## config.mk

```make
export PLATFORM = sky130hd
export DESIGN_NAME = firebird7_in_gate1_tessent_data_mux_seq
export DESIGN_NICKNAME = d
export VERILOG_FILES = /design/src/rtl/firebird7_in_gate1_tessent_data_mux_seq.sv
export SDC_FILE = /design/constraint.sdc
export NUM_CORES = 1
export LEC_CHECK = 0
export CORE_ASPECT_RATIO = 0.75
export CORE_MARGIN = 2
export CORE_UTILIZATION = 54
export DETAILED_ROUTE_END_ITERATION = 12
export GPL_TIMING_DRIVEN = 1
export PLACE_DENSITY = 0.93
export SYNTH_ARGS = -nofsm -noshare
export SYNTH_HDL_FRONTEND = slang
export SYNTH_SLANG_ARGS = --single-unit
```

## constraint.sdc

```tcl
create_clock -name ijtag_tck -period 5 [get_ports ijtag_tck]
set_clock_uncertainty 0.05 [all_clocks]
set_input_delay 1 -clock ijtag_tck [delete_from_list [all_inputs] [get_ports ijtag_tck]]
set_output_delay 1 -clock ijtag_tck [all_outputs]
set_load 0.05 [all_outputs]
```

## src/rtl/firebird7_in_gate1_tessent_data_mux_seq.sv

```systemverilog
// IJTAG TDR plus hold/ack handshake FSM that owns select and IJTAG data of the gate1 data mux.
// Optional macro FIREBIRD7_DATA_MUX_SEQ_TIMEOUT_EN adds the HOLD timeout and sticky timeout_err.
module firebird7_in_gate1_tessent_data_mux_seq #(
  parameter int WIDTH   = 19,
  parameter int SETTLE  = 4,
  parameter int TIMEOUT = 64
) (
  input  logic             ijtag_tck,
  input  logic             ijtag_reset,
  input  logic             ijtag_sel,
  input  logic             ijtag_ce,
  input  logic             ijtag_se,
  input  logic             ijtag_ue,
  input  logic             ijtag_si,
  output logic             ijtag_so,
  input  logic [WIDTH-1:0] observe_data,
  input  logic             func_hold_ack,
  output logic             func_hold_req,
  output logic             ijtag_select,
  output logic [WIDTH-1:0] ijtag_data_in
);

`ifdef FIREBIRD7_DATA_MUX_SEQ_TIMEOUT_EN
  localparam int CW = 16;
`else
  localparam int CW = 8;
`endif

  typedef enum logic [2:0] {FUNC, HOLD, ARM, OVERRIDE, RELEASE} state_e;

  localparam logic [CW-1:0] SETTLE_LAST = CW'(SETTLE - 1);

  state_e             state_q;
  logic [CW-1:0]      cnt_q;
  logic               select_q, hold_q;
  logic [WIDTH+1:0]   sr_q;
  logic [WIDTH-1:0]   data_q;
  logic               en_q, start_q;
  logic               timeout_err_q;
  logic               cap, shf, upd, tmo_hit;

  // One TDR operation per cycle: capture beats shift beats update.
  assign cap = ijtag_sel & ijtag_ce;
  assign shf = ijtag_sel & ijtag_se & ~ijtag_ce;
  assign upd = ijtag_sel & ijtag_ue & ~ijtag_ce & ~ijtag_se;

  always_ff @(posedge ijtag_tck) begin
    if (!ijtag_reset) begin
      sr_q    <= '0;
      data_q  <= '0;
      en_q    <= 1'b0;
      start_q <= 1'b0;
    end else begin
      start_q <= 1'b0;
      if (cap) begin
        sr_q <= {observe_data, timeout_err_q, state_q == OVERRIDE};
      end else if (shf) begin
        sr_q <= {ijtag_si, sr_q[WIDTH+1:1]};
      end else if (upd) begin
        data_q  <= sr_q[WIDTH+1:2];
        en_q    <= sr_q[0];
        // Only a fresh update arms the sequence; a stale en_q never does.
        start_q <= sr_q[0] && (state_q == FUNC);
      end
    end
  end

`ifdef FIREBIRD7_DATA_MUX_SEQ_TIMEOUT_EN
  localparam logic [CW-1:0] TMO_LAST = CW'(TIMEOUT - 1);

  assign tmo_hit = (state_q == HOLD) && !func_hold_ack && en_q && (cnt_q == TMO_LAST);

  // A timeout landing on the same edge as an err_clr update keeps the flag set.
  always_ff @(posedge ijtag_tck) begin
    if (!ijtag_reset)       timeout_err_q <= 1'b0;
    else if (tmo_hit)       timeout_err_q <= 1'b1;
    else if (upd && sr_q[1]) timeout_err_q <= 1'b0;
  end
`else
  assign tmo_hit       = 1'b0;
  assign timeout_err_q = 1'b0;
`endif

  always_ff @(posedge ijtag_tck) begin
    if (!ijtag_reset) begin
      state_q  <= FUNC;
      cnt_q    <= '0;
      select_q <= 1'b0;
      hold_q   <= 1'b0;
    end else begin
      case (state_q)
        FUNC: begin
          cnt_q <= '0;
          if (start_q) begin
            state_q <= HOLD;
            hold_q  <= 1'b1;
          end
        end
        HOLD: begin
          if (func_hold_ack) begin
            state_q  <= ARM;
            select_q <= 1'b1;
            cnt_q    <= '0;
          end else if (!en_q || tmo_hit) begin
            state_q <= FUNC;
            hold_q  <= 1'b0;
            cnt_q   <= '0;
          end else begin
`ifdef FIREBIRD7_DATA_MUX_SEQ_TIMEOUT_EN
            cnt_q <= cnt_q + CW'(1);
`else
            cnt_q <= '0;
`endif
          end
        end
        ARM: begin
          if (cnt_q == SETTLE_LAST) begin
            state_q <= OVERRIDE;
            cnt_q   <= '0;
          end else begin
            cnt_q <= cnt_q + CW'(1);
          end
        end
        OVERRIDE: begin
          // Ack is deliberately ignored here: the hold is ours until RELEASE ends.
          cnt_q <= '0;
          if (!en_q) begin
            state_q  <= RELEASE;
            select_q <= 1'b0;
          end
        end
        RELEASE: begin
          if (cnt_q == SETTLE_LAST) begin
            state_q <= FUNC;
            hold_q  <= 1'b0;
            cnt_q   <= '0;
          end else begin
            cnt_q <= cnt_q + CW'(1);
          end
        end
        default: begin
          state_q  <= FUNC;
          cnt_q    <= '0;
          select_q <= 1'b0;
          hold_q   <= 1'b0;
        end
      endcase
    end
  end

  assign ijtag_so      = sr_q[0];
  assign ijtag_data_in = data_q;
  assign ijtag_select  = select_q;
  assign func_hold_req = hold_q;

endmodule

```

# Word-level counts from Yosys, hierarchy flattened

Cells that the tools add are included.
W data, S select, Z words.

Register bits: 55
Bits of input ports: 27
Output and inout bits: 22
Logic and storage cells: 67

Multiplexer cells: 16
Bitwise operators: 15
Add/sub/neg operators: 1
Equal/unequal tests: 13
Reductions and logical operators: 13

Operators by type and width:

| kind                  | count |
|---|---|
| $mux W21              | 2 |
| $mux W3               | 6 |
| $pmux W3 S5           | 1 |
| $ne A2 B2 Y1 const B  | 7 |
| $reduce_and A5 Y1     | 2 |
| $not A1 Y1            | 9 |
| $add A8 B1 Y8 const B | 1 |
| $eq A8 B2 Y1 const B  | 1 |
| $and A1 B1 Y1         | 6 |
| $eq A3 B2 Y1 const B  | 2 |
| $reduce_and A3 Y1     | 2 |
| $reduce_or A2 Y1      | 3 |
| $reduce_or A3 Y1      | 2 |
| $mux W1               | 5 |
| $pmux W1 S4           | 1 |
| $reduce_or A4 Y1      | 1 |
| $eq A3 B1 Y1 const B  | 1 |
| $eq A3 B3 Y1 const B  | 1 |
| $logic_not A3 Y1      | 1 |
| $ne A3 B3 Y1 const B  | 1 |
| $pmux W1 S3           | 1 |
| $reduce_bool A2 Y1    | 1 |
| $logic_and A1 B1 Y1   | 1 |

# Depth between registers and ports, before layout

Gate-level depths: netlist of run 1.

Depth after elaboration: 5
Depth in mapped cells: 6
Depth with buffers taken out: 5

# Worst setup path after synthesis of run 1

Ideal clock, no wire load.

Kind: input to register
Start: input port ijtag_se
End: register sr_q[10]
Data arrival time: 1.859 ns
Stages on the path: 6
Buffers on the path: 2
Setup time: 0.076 ns
Setup slack: 3.016 ns
Required time: 4.874 ns
Cells stage by stage: and3b_1 clkbuf_1 nor2_1 clkbuf_1 nand2_1 a21boi_0

Cells in the longest elaborated chain, start to end: 3

Ends and longest elaborated chain:

| element                      | RTL line | text |
|---|---|---|
| start, declared              | 12       | `input logic ijtag_se,` |
| $and A1 B1 Y1 (2 in a row)   | 44       | `assign shf = ijtag_sel & ijtag_se & ~ijtag_ce;` |
| $reduce_bool A2 Y1 (no line) | -        |  |
| end signal, assigned         | 56       | `sr_q <= {observe_data, timeout_err_q, state_q == OVERRIDE};` |
| end signal, assigned         | 58       | `sr_q <= {ijtag_si, sr_q[WIDTH+1:1]};` |
| end, declared                | 36       | `logic [WIDTH+1:0] sr_q;` |

Every way passes these cells.
A chain may end at the register's enable or synchronous reset.

# Final worst setup path of run 1

Start: input port ijtag_ce
End: register sr_q[13]

Cells in the longest elaborated chain, start to end: 3
Elaborated cells on any way between the ends: 5
Classes of those cells: 1 x mux; 3 x bitwise; 1 x reduce/logical

Ends and longest elaborated chain:

| element                      | RTL line | text |
|---|---|---|
| start, declared              | 11       | `input logic ijtag_ce,` |
| $not A1 Y1                   | 44       |  |
| $and A1 B1 Y1                | 44       |  |
| $reduce_bool A2 Y1 (no line) | -        |  |

Several ways; a longest one is shown, not always the timed one.

==> results of run 1 <==
flip-flops by register name, summed over array words and instances (netlist names):
register and count:
func_hold_req 1, ijtag_select 1, ijtag_data_in 19, sr_q 21, start_q 1, cnt_q 8, en_q 1, state_q 3
kinds of logic after synthesis:
| kind of cell | share of synthesized area [%] |
|---|---|
| and+or+nand+nor | 19.7 |
| AOI/OAI and AO/OA | 23.4 |
| DFF | 48.8 |
| buffers and inverters | 4.38 |
| xor gates and xnor gates | 2.72 |
| muxes | 0.444 |
| adders and majority gates | 0.555 |
stage by stage:
| stage | total power, mW | area [µm²] | util, % |
|---|---|---|---|
| 2_1_floorplan | 0.509 | 2250 | - |
| 3_3_place_gp | 0.543 | 2750 | 68.4 |
| 3_5_place_dp | 0.545 | 2750 | 68.4 |
| 4_1_cts | 0.776 | 2840 | 70.4 |
| 5_1_grt | 0.800 | 2840 | 70.4 |
| 6_report | 0.771 | 2840 | 70.4 |
power by group:
part           switching (mW)  internal, mW  total [mW]
clock                   0.136        0.0986       0.235
combinational          0.0393        0.0392      0.0786
sequential            0.00895         0.448       0.457
synth_stat cells, drive strengths merged:
library cell  instances  share of area, %
inv                   5              0.83
xnor2                 2              0.78
ha                    1              0.55
and3b                 1              0.39
or4b                  2              0.89
nand2                64                11
and4b                 1              0.44
a21oi                 5               1.1
nand4                 1              0.28
o31ai                 1              0.33
nand2b                1              0.28
nor3                  2              0.44
nor3b                 1              0.33
nor2                 10               1.7
a22oi                19               6.3
buf                   2              0.72
a31oi                 1              0.28
a32oi                 1              0.39
a21boi               41                14
and2                  1              0.28
nand3                 6               1.3
nor2b                 1              0.28
clkbuf               17               2.8
xor2                  5               1.9
mux2i                 1              0.44
dfxtp                55                49
nand4bb               1              0.50
and3                  2              0.61
o2bb2ai               1              0.39
o21ai                 4              0.89
or3                   1              0.33
nor4                  1              0.55
nor4bb                1              0.44
area by class of cell:
type,count,area [µm²]
Sequential cell,55,1100
Tap cell,55,68.8
Fill cell,308,1190
Timing Repair Buffer,50,495
Clock inverter,1,5.00
Inverter,5,18.8
Clock buffer,7,76.3
Multi-Input combinational cell,179,1070
per-layer routing:
| layer | track usage [%] | vias to the layer above |
|---|---|---|
| met2 | 36.3 | 57 |
| met3 | 6.34 | 7 |
| li1 | - | 956 |
| met1 | 29.7 | 874 |
| met5 | 0 | - |
| met4 | 9.02 | 0 |
path summary, 6_finish.rpt:
check                                                    from                            end  slack, ns  cells past startpoint
worst min register to register  ijtag_data_in[5]$_SDFFE_PN0P_  ijtag_data_in[5]$_SDFFE_PN0P_       0.41                      2
worst min-delay path            ijtag_data_in[5]$_SDFFE_PN0P_  ijtag_data_in[5]$_SDFFE_PN0P_       0.41                      2
worst max register to register            cnt_q[0]$_SDFF_PP0_            cnt_q[2]$_SDFF_PP0_       3.08                      5
worst max-delay path                                 ijtag_ce          sr_q[13]$_SDFFE_PN0P_       1.83                      5
worst reg2reg max path: cells and delay by family (launching register included):
family	cells	cell delay [ns]
and+or+nand+nor	4	1.09
DFF	1	0.40
adders and majority gates	1	0.26
==> impl_results.md, run 1 <==
* Outcome: completed
* Post-place setup slack at 1.55 ns
* Count of nets after finishing at 324
* Global-route wire length before repair at 8.22 mm
* Post-detailed-placement half-perimeter wirelength at 3.19 mm
* Initial antenna violation count at 0
* Cell Count, Final, Fillers Out at 352
* Post-cts gate resize count at 0
* CP Class: input pin to flop
* Remaining global-route overflow at 0
* Gate count of the mapped netlist at 258
* Slew at the pin closest to its max-slew limit at 1.29 ns
* Top metal layer carrying routed signals: met4
* Antenna fix cells at 0
* Number of flip-flops and latches in the synthesized netlist at 55
* Max-cap violations at 0
* Sinks on Clock Net at 55
* Initial cell density of the core at 56.0%
* Minimum setup slack in the final design at 1.83 ns
* Kind of start point of the critical path: input pin
* Timing-limited maximum frequency at 0.316 GHz
* Class of the tightest hold or removal check: flop to flop
* Sequential share of the synthesized area at 48.8%
* Die boundary height at 60.0 µm
* Clock-pin slew reported for the worst setup and hold paths after clock tree synthesis at 0.09 ns
* Average instance area after synthesis at 8.74 µm²
* Overall track demand over capacity in global routing at 22.8%
* Share of post-route cells with drive strength above 1 at 4.04%
* Most frequent standard cell in the layout excluding fill and tap cells: sky130_fd_sc_hd__nand2_1
* Aggregate negative setup slack at 0 ns
* Met1 routed wirelength after detailed routing at 2.30 mm
* # Post-CTS Setup Buffers at 0
* DIE WIDTH at 78.6 µm
* Largest fanout on the critical path at 23
* Antenna Violating Nets Remaining at 0
* Hold Worst Slack at 0.414 ns
* Crit-path leading delay family: simple AND/OR/NAND/NOR gates
* Area added between synthesis and finish at 25.7%
* Critical Path RT at 5.19 ns
* Routability cong. at 0.888
* Hold bufs inserted after CTS at 0
* Total placed cells including tap cells at 344
* # setup viols final at 0
* Net count after synthesis at 286
* Maximum buffer depth of the clock tree at 2
* Power density cells at 272 mW/mm²
* Data arrival time at the worst-slack endpoint at 3.36 ns
* Worst slew slack as a fraction of its limit at 13.7%
* TritonCTS clock tree: built
* Commonest cells after routing, fill and taps aside: sky130_fd_sc_hd__nand2_1, sky130_fd_sc_hd__dfxtp_1, sky130_fd_sc_hd__clkdlybuf4s50_1, sky130_fd_sc_hd__a21boi_0, sky130_fd_sc_hd__a22oi_1
* Crit path largest cell delay at 1.09 ns
* Max-slew violation total from the final report at 0
* Aggregate routed wire length at 4.79 mm
* Total leakage power at 0.936 nW
* DR iter-0 viols at 167
* Clock latency on the worst-skew pair at 0.31 ns
* Post-detailed-route via-to-cell ratio at 5.38
* Worst ir drop on vdd at 0.180 mV
* Count of standard-cell rows at 20
* Critical path cell sequence: clkdlybuf4s50_1 > and2_1 > nor2_1 > nand2_1 > a21boi_0
* Full die area at 0.00471 mm²
* Largest net degree at the start of global routing at 48
* Routed wirelength normalized by instance count at 13.6 µm
* Cell type of the slowest stage on the worst timing path: sky130_fd_sc_hd__nor2_1
* Combined buffer and inverter count along the critical path at 1
* Core region area at 0.00403 mm²
* CTS H-tree lvls at 2
* Final-report hold violation count at 0
* Total iterations of the first detailed-routing run at 4
* Vias post-DR at 1894
* WL met3 at 293 µm
* Clk root buf: sky130_fd_sc_hd__clkbuf_8
* Total clock buffers created by CTS at 5
* Kind of end point of the critical path: flop
* Yosys Warn Count at 0
* Vias in the first global route at 1851
* RSZ-0062 raised after global routing: no
* Number of buffers inserted by port buffering at 48
* Count of boundary I/O pins at 49
* Minimum period implied by the final worst setup slack at 3.17 ns
* Share of the cycle needed by the critical path after routing at 63.3%
* Met2 Wirelength at 2.12 mm
* Synthesized area at 0.00225 mm²
* Yosys cell types at 35
* # DRC at 0
(Power assumes the default switching activity.)
==> run 2, diff against run 1 <==
--- a/config.mk
+++ b/config.mk
@@ -7,10 +7,10 @@
 export LEC_CHECK = 0
 export CORE_ASPECT_RATIO = 0.75
 export CORE_MARGIN = 2
-export CORE_UTILIZATION = 54
+export CORE_UTILIZATION = 45
 export DETAILED_ROUTE_END_ITERATION = 12
 export GPL_TIMING_DRIVEN = 1
-export PLACE_DENSITY = 0.93
+export PLACE_DENSITY = 0.84
 export SYNTH_ARGS = -nofsm -noshare
 export SYNTH_HDL_FRONTEND = slang
 export SYNTH_SLANG_ARGS = --single-unit
==> constraint.sdc (replaced) <==
create_clock -name ijtag_tck -period 2.5 [get_ports ijtag_tck]
set_clock_uncertainty 0.05 [all_clocks]
set_input_delay 0.5 -clock ijtag_tck [delete_from_list [all_inputs] [get_ports ijtag_tck]]
set_output_delay 0.5 -clock ijtag_tck [all_outputs]
set_load 0.05 [all_outputs]
==> run 2 against run 1 <==
The run now ends with DRC left. First-iteration DRC count fell by 16%. Register-to-register slack got worse by 2.5 ns. Sequential share of layout area fell by 0.69 points. Setup slack got worse by 1.4 ns. Total power rose by 100%. Sequential power rose by 100%. Utilization fell by 11 points. Non-clock buffer count rose by 6. Global-route usage fell by 4.2 points. Via count rose by 0.21%. Final cell count rose by 3.1%. Final area rose by 1.8%.
==> impl_results.md, run 2 (same netlist as run 1, synthesis figures left out) <==
* Outcome: complete, but fails checks
* Violated checks: DRC
* Crit path largest cell delay at 0.82 ns
* Worst ir drop on vdd at 0.313 mV
* Combined buffer and inverter count along the critical path at 1
* Largest net degree at the start of global routing at 47
* Sinks on Clock Net at 55
* Count of nets after finishing at 330
* Die boundary height at 65.3 µm
* Worst Hold Path EP: ijtag_data_in[3]$_SDFFE_PN0P_
* Max-slew violation total from the final report at 0
* # DRC at 2
* Initial cell density of the core at 46.3%
* Reg2reg setup slack at 0.55 ns
* RSZ-0062 raised after global routing: no
* Maximum buffer depth of the clock tree at 2
* Kind of end point of the critical path: output pin
* FF/Latch Area at 0.00110 mm²
* CP Class: flop to output pin
* Largest fanout on the critical path at 4
* Kind of start point of the critical path: flop
* Total leakage power at 0.966 nW
* Routability cong. at 0.839
* Most flops, register: sr_q
* Timing-limited maximum frequency at 0.486 GHz
* Worst Hold Launch: ijtag_data_in[3]$_SDFFE_PN0P_
* Slew at the pin closest to its max-slew limit at 0.507 ns
* Overall track demand over capacity in global routing at 18.5%
* Critical path cell sequence: clkdlybuf4s50_1
* Tot Pwr at 1.55 mW
* Max reg flops at 21
* Post-detailed-route via-to-cell ratio at 5.23
* Minimum period implied by the final worst setup slack at 2.06 ns
* Combinational power share at 10.5%
* Hold Worst Slack at 0.414 ns
* Max-cap violations at 0
* Aggregate routed wire length at 4.78 mm
* Cell type of the slowest stage on the worst timing path: sky130_fd_sc_hd__clkdlybuf4s50_1
* Vias in the first global route at 1780
* Share of total power consumed by net switching at 23.8%
* Hold bufs inserted after CTS at 0
* Crit-path leading delay family: buffers and inverters
* # Post-CTS Setup Buffers at 0
* Final-layout fill cell count at 414
* Vias post-DR at 1898
* Aggregate negative setup slack at 0 ns
* Antenna Violating Nets Remaining at 0
* Total clock buffers created by CTS at 5
* Commonest cells after routing, fill and taps aside: sky130_fd_sc_hd__nand2_1, sky130_fd_sc_hd__dfxtp_1, sky130_fd_sc_hd__clkdlybuf4s50_1, sky130_fd_sc_hd__a21boi_0, sky130_fd_sc_hd__a22oi_1
* Class of the tightest hold or removal check: flop to flop
* Antenna fix cells at 0
* Full die area at 0.00560 mm²
* Critical Path RT at 1.95 ns
* Worst slew slack as a fraction of its limit at 66.1%
* TritonCTS clock tree: built
* Global-route wire length before repair at 8.27 mm
* Post-detailed-placement half-perimeter wirelength at 3.37 mm
* Count of boundary I/O pins at 49
* Count of standard-cell rows at 22
* Post-cts gate resize count at 0
* Core region area at 0.00487 mm²
* Power density cells at 535 mW/mm²
* Number of cells on the worst hold path at 2
* Remaining global-route overflow at 0
* Share of the cycle needed by the critical path after routing at 82.4%
* Post-route cell area at 0.00289 mm²
* Clock latency on the worst-skew pair at 0.30 ns
* Post-Place Cell Area at 0.00281 mm²
* Data arrival time at the worst-slack endpoint at 1.51 ns
* Total internal power at 1.18 mW
* Initial antenna violation count at 0
* Multi-input gate area in the final layout at 0.00107 mm²
* Launch instance of the worst register-to-register path: cnt_q[0]$_SDFF_PP0_
* Routed wirelength normalized by instance count at 13.2 µm
* Clk root buf: sky130_fd_sc_hd__clkbuf_8
* Sequential power share at 59.1%
* Clock-pin slew reported for the worst setup and hold paths after clock tree synthesis at 0.09 ns
* Clk pwr share at 30.4%
* Most frequent standard cell in the layout excluding fill and tap cells: sky130_fd_sc_hd__nand2_1
* Logic depth of the worst setup path including buffers at 1
* Critical register-to-register path endpoint: cnt_q[4]$_SDFF_PP0_
* Number of buffers inserted by port buffering at 48
* DR iter-0 viols at 141
* Final-report hold violation count at 0
* Total iterations of the first detailed-routing run at 8
* # setup viols final at 0
* Net switching power figure at 368 µW
* Worst Reg-to-Reg Cells at 5
* Share of post-route cells with drive strength above 1 at 5.94%
* DIE WIDTH at 85.7 µm
* CTS H-tree lvls at 2
* Area added between synthesis and finish at 28.0%
==> run 2: changes by cell type in the layout (fill, tap and decap cells not counted), sizes merged <==
cell	change
buf	+6
==> run 2: how the worst max path moves through the flow <==
stage	startpoint	to	slack (ns)
2_1_floorplan	cnt_q[0]$_SDFF_PP0_	cnt_q[2]$_SDFF_PP0_	0.82
3_3_place_gp	ijtag_ce	sr_q[7]$_SDFFE_PN0P_	0.53
3_5_place_dp	ijtag_ce	sr_q[18]$_SDFFE_PN0P_	0.43
4_1_cts	sr_q[0]$_SDFFE_PN0P_	ijtag_so	0.42
5_1_grt	func_hold_req$_SDFFE_PN0P_	func_hold_req	0.36
6_report	sr_q[0]$_SDFFE_PN0P_	ijtag_so	0.44
==> run 2: metal layers <==
metal | share of wire, % | global-route usage, %
met1 | 51 | 27.0
met2 | 44 | 27.7
met3 | 4.1 | 4.15
met4 | 0.40 | 4.96
met5 | 0 | 0
==> run 2: through the flow <==
| stage | utilization (%) | instances | setup slack, ns |
|---|---|---|---|
| 2_1_floorplan | - | 258 | 0.815 |
| 3_3_place_gp | 57.6 | 355 | 0.532 |
| 5_1_grt | 59.2 | 363 | 0.359 |
| 3_5_place_dp | 57.6 | 355 | 0.426 |
| 4_1_cts | 59.2 | 363 | 0.418 |
| 6_report | 59.2 | 363 | 0.440 |
==> run 2: layout make-up <==
cell class	count	area share, %
multi-input cells	179	37.1
clock inverters	1	0.173
clock buffers	7	2.64
well taps	60	2.60
repair buffers	56	18.7
flip-flops and latches	55	38.1
inverters	5	0.650
==> run 2: power by group through the flow <==
stage	logic [mW]	clock network (mW)	registers, mW
2_1_floorplan	0.0677	0	0.950
3_3_place_gp	0.160	0	0.933
3_5_place_dp	0.162	0	0.934
4_1_cts	0.163	0.479	0.914
5_1_grt	0.177	0.514	0.918
6_report	0.162	0.470	0.914
==> run 3, diff against run 2 <==
==> constraint.sdc (replaced) <==
create_clock -name ijtag_tck -period 1.7 [get_ports ijtag_tck]
set_clock_uncertainty 0.05 [all_clocks]
set_input_delay 0.34 -clock ijtag_tck [delete_from_list [all_inputs] [get_ports ijtag_tck]]
set_output_delay 0.34 -clock ijtag_tck [all_outputs]
set_load 0.05 [all_outputs]
==> run 3 against run 2 <==
The run now ends clean. Setup slack worse by 0.39 ns. Combinational power increased by 52%. Wire length up 5.2%. Critical path type is now flop to flop. Largest power group unchanged.
==> impl_results.md, run 3 (same netlist as run 1, synthesis figures left out) <==
* Vias post-DR at 1967
* Crit path largest cell delay at 0.48 ns
* Critical Path RT at 1.84 ns
* Core region area at 0.00487 mm²
* Tot Pwr at 2.29 mW
* Antenna Violating Nets Remaining at 0
* Clock latency on the worst-skew pair at 0.30 ns
* Logic depth of the worst setup path including buffers at 6
* Remaining global-route overflow at 0
* Share of the core filled with cells at 60.3%
* RSZ-0062 raised after global routing: yes
* Count of boundary I/O pins at 49
* Slew at the pin closest to its max-slew limit at 0.252 ns
* Worst slew slack as a fraction of its limit at 83.2%
* Global-route wire length before repair at 8.47 mm
* Worst ir drop on vdd at 0.451 mV
* Sinks on Clock Net at 55
* Combinational power share at 10.8%
* Total iterations of the first detailed-routing run at 6
* Commonest cells after routing, fill and taps aside: sky130_fd_sc_hd__nand2_1, sky130_fd_sc_hd__dfxtp_1, sky130_fd_sc_hd__a21boi_0, sky130_fd_sc_hd__buf_4, sky130_fd_sc_hd__clkdlybuf4s50_1
* Post-detailed-placement half-perimeter wirelength at 3.66 mm
* Combined buffer and inverter count along the critical path at 1
* # DRC at 0
* Worst Hold Launch: ijtag_data_in[5]$_SDFFE_PN0P_
* Cell type of the slowest stage on the worst timing path: sky130_fd_sc_hd__or4b_4
* TritonCTS clock tree: built
* Routing usage on met3 at 4.40%
* Vias in the first global route at 1829
* Maximum buffer depth of the clock tree at 2
* Outcome: completed
* DR iter-0 viols at 86
* Critical path cell sequence: ha_1 > or4b_4 > nor4_4 > buf_4 > or3_2 > o21ai_0
* Sequential power share at 58.8%
* Met1 Usage GRT at 25.9%
* Largest fanout on the critical path at 2
* Post-detailed-route via-to-cell ratio at 5.29
* Timing-limited maximum frequency at 0.607 GHz
* Hold Worst Slack at 0.415 ns
* Kind of start point of the critical path: flop
* Overall track demand over capacity in global routing at 18.8%
* Max-cap violations at 0
* Initial cell density of the core at 46.3%
* Clk pwr share at 30.4%
* CP Class: flop to flop
* # Post-CTS Setup Buffers at 0
* Largest net degree at the start of global routing at 32
* Routability cong. at 0.843
* Kind of end point of the critical path: flop
* Net switching power figure at 555 µW
* Post-route cell area at 0.00294 mm²
* Post-Place Cell Area at 0.00283 mm²
* Final-report hold violation count at 0
* Total placed cells including tap cells at 364
* Top Usage Layer GRT: met2
* Reg2reg setup slack at 0.05 ns
* Count of nets after finishing at 339
* Share of total power consumed by net switching at 24.3%
* Share of post-route cells with drive strength above 1 at 17.9%
* Critical register-to-register path endpoint: state_q[2]$_SDFFE_PN0P_
* DIE WIDTH at 85.7 µm
* Clock-pin slew reported for the worst setup and hold paths after clock tree synthesis at 0.09 ns
* Capture point of the worst path: state_q[2]$_SDFFE_PN0P_
* Minimum period implied by the final worst setup slack at 1.65 ns
* Power density cells at 778 mW/mm²
* Max-slew violation total from the final report at 0
* Most frequent standard cell in the layout excluding fill and tap cells: sky130_fd_sc_hd__nand2_1
* Most flops, register: sr_q
* Full die area at 0.00560 mm²
* Cell Count, Final, Fillers Out at 372
* Global Route met2 Usage at 30.5%
* Count of standard-cell rows at 22
* Routed wirelength normalized by instance count at 13.5 µm
* Antenna fix cells at 0
* Initial antenna violation count at 0
* CTS H-tree lvls at 2
* Launch point of the worst path: cnt_q[0]$_SDFF_PP0_
* Share of the cycle needed by the critical path after routing at 96.9%
* Launch instance of the worst register-to-register path: cnt_q[0]$_SDFF_PP0_
* Data arrival time at the worst-slack endpoint at 1.79 ns
* Number of buffers inserted by port buffering at 48
* Die boundary height at 65.3 µm
* Total clock buffers created by CTS at 5
* Number of cells on the worst hold path at 2
* Clk root buf: sky130_fd_sc_hd__clkbuf_8
* Area added between synthesis and finish at 30.2%
* Aggregate routed wire length at 5.03 mm
* Max reg flops at 21
* Worst Reg-to-Reg Cells at 6
* Class of the tightest hold or removal check: flop to flop
* Total internal power at 1.73 mW
* Total leakage power at 1.07 nW
* # setup viols final at 0
* Crit-path leading delay family: simple AND/OR/NAND/NOR gates
==> run 3: cell count changes in the layout (fill, tap and decap cells not counted), sizes merged <==
cell | before | now
buf | 8 | 39
clkbuf | 7 | 5
clkdlybuf4s50 | 48 | 26
clkinv | 1 | 3
==> run 3: worst min-delay path by stage <==
stage | slack, ns | endpoint
floorplan | 0.39 | cnt_q[0]$_SDFF_PP0_
global placement | 0.40 | ijtag_data_in[5]$_SDFFE_PN0P_
detailed placement | 0.41 | ijtag_data_in[5]$_SDFFE_PN0P_
CTS | 0.42 | ijtag_data_in[5]$_SDFFE_PN0P_
global route | 0.44 | ijtag_data_in[9]$_SDFFE_PN0P_
finish | 0.42 | ijtag_data_in[5]$_SDFFE_PN0P_
==> run 3: repair_timing <==
action,in CTS,in global routing
resized for setup,1,5
hold buffers,0,0
setup endpoints to repair,8,9
==> run 3: metrics by stage <==
stage / worst slack (ns) / setup TNS, ns
after floorplan: 0.0152 / 0
after global placement: -0.102 / -1.99
after detailed placement: -0.180 / -3.27
after CTS: -0.00496 / -0.00496
after global routing: -0.0322 / -0.0322
final: 0.0521 / 0
==> run 3: worst register-to-register path, delay by kind of cell (launching register included) <==
kind,cells,cell delay (ns)
flip-flops,1,0.34
buffers and inverters,1,0.15
adder cells (fa/ha/maj),1,0.16
AO/OA/AOI/OAI,1,0.08
AND/OR/NAND/NOR,3,0.77
==> run 3: cell type report <==
cell class                 instances  area [µm²]
timing repair buffer              65         566
clock inverter                     3        15.0
fill                             399        1940
inverter                           5        18.8
clock buffer                       5        68.8
sequential                        55        1100
tap                               60        75.1
multi-input combinational        179        1090
==> run 3: power groups by stage <==
stage | clock network [mW] | logic (mW) | registers (mW)
3_5_place_dp | 0 | 0.245 | 1.37
4_1_cts | 0.709 | 0.246 | 1.34
5_1_grt | 0.759 | 0.267 | 1.35
3_3_place_gp | 0 | 0.242 | 1.37
2_1_floorplan | 0 | 0.0995 | 1.40
6_report | 0.695 | 0.246 | 1.34
==> run 3: routing by layer <==
| layer | wire [µm] | up-vias |
|---|---|---|
| li1 | - | 992 |
| met1 | 2480 | 922 |
| met2 | 2290 | 51 |
| met3 | 246 | 2 |
| met4 | 17 | 0 |
| met5 | 0 | - |
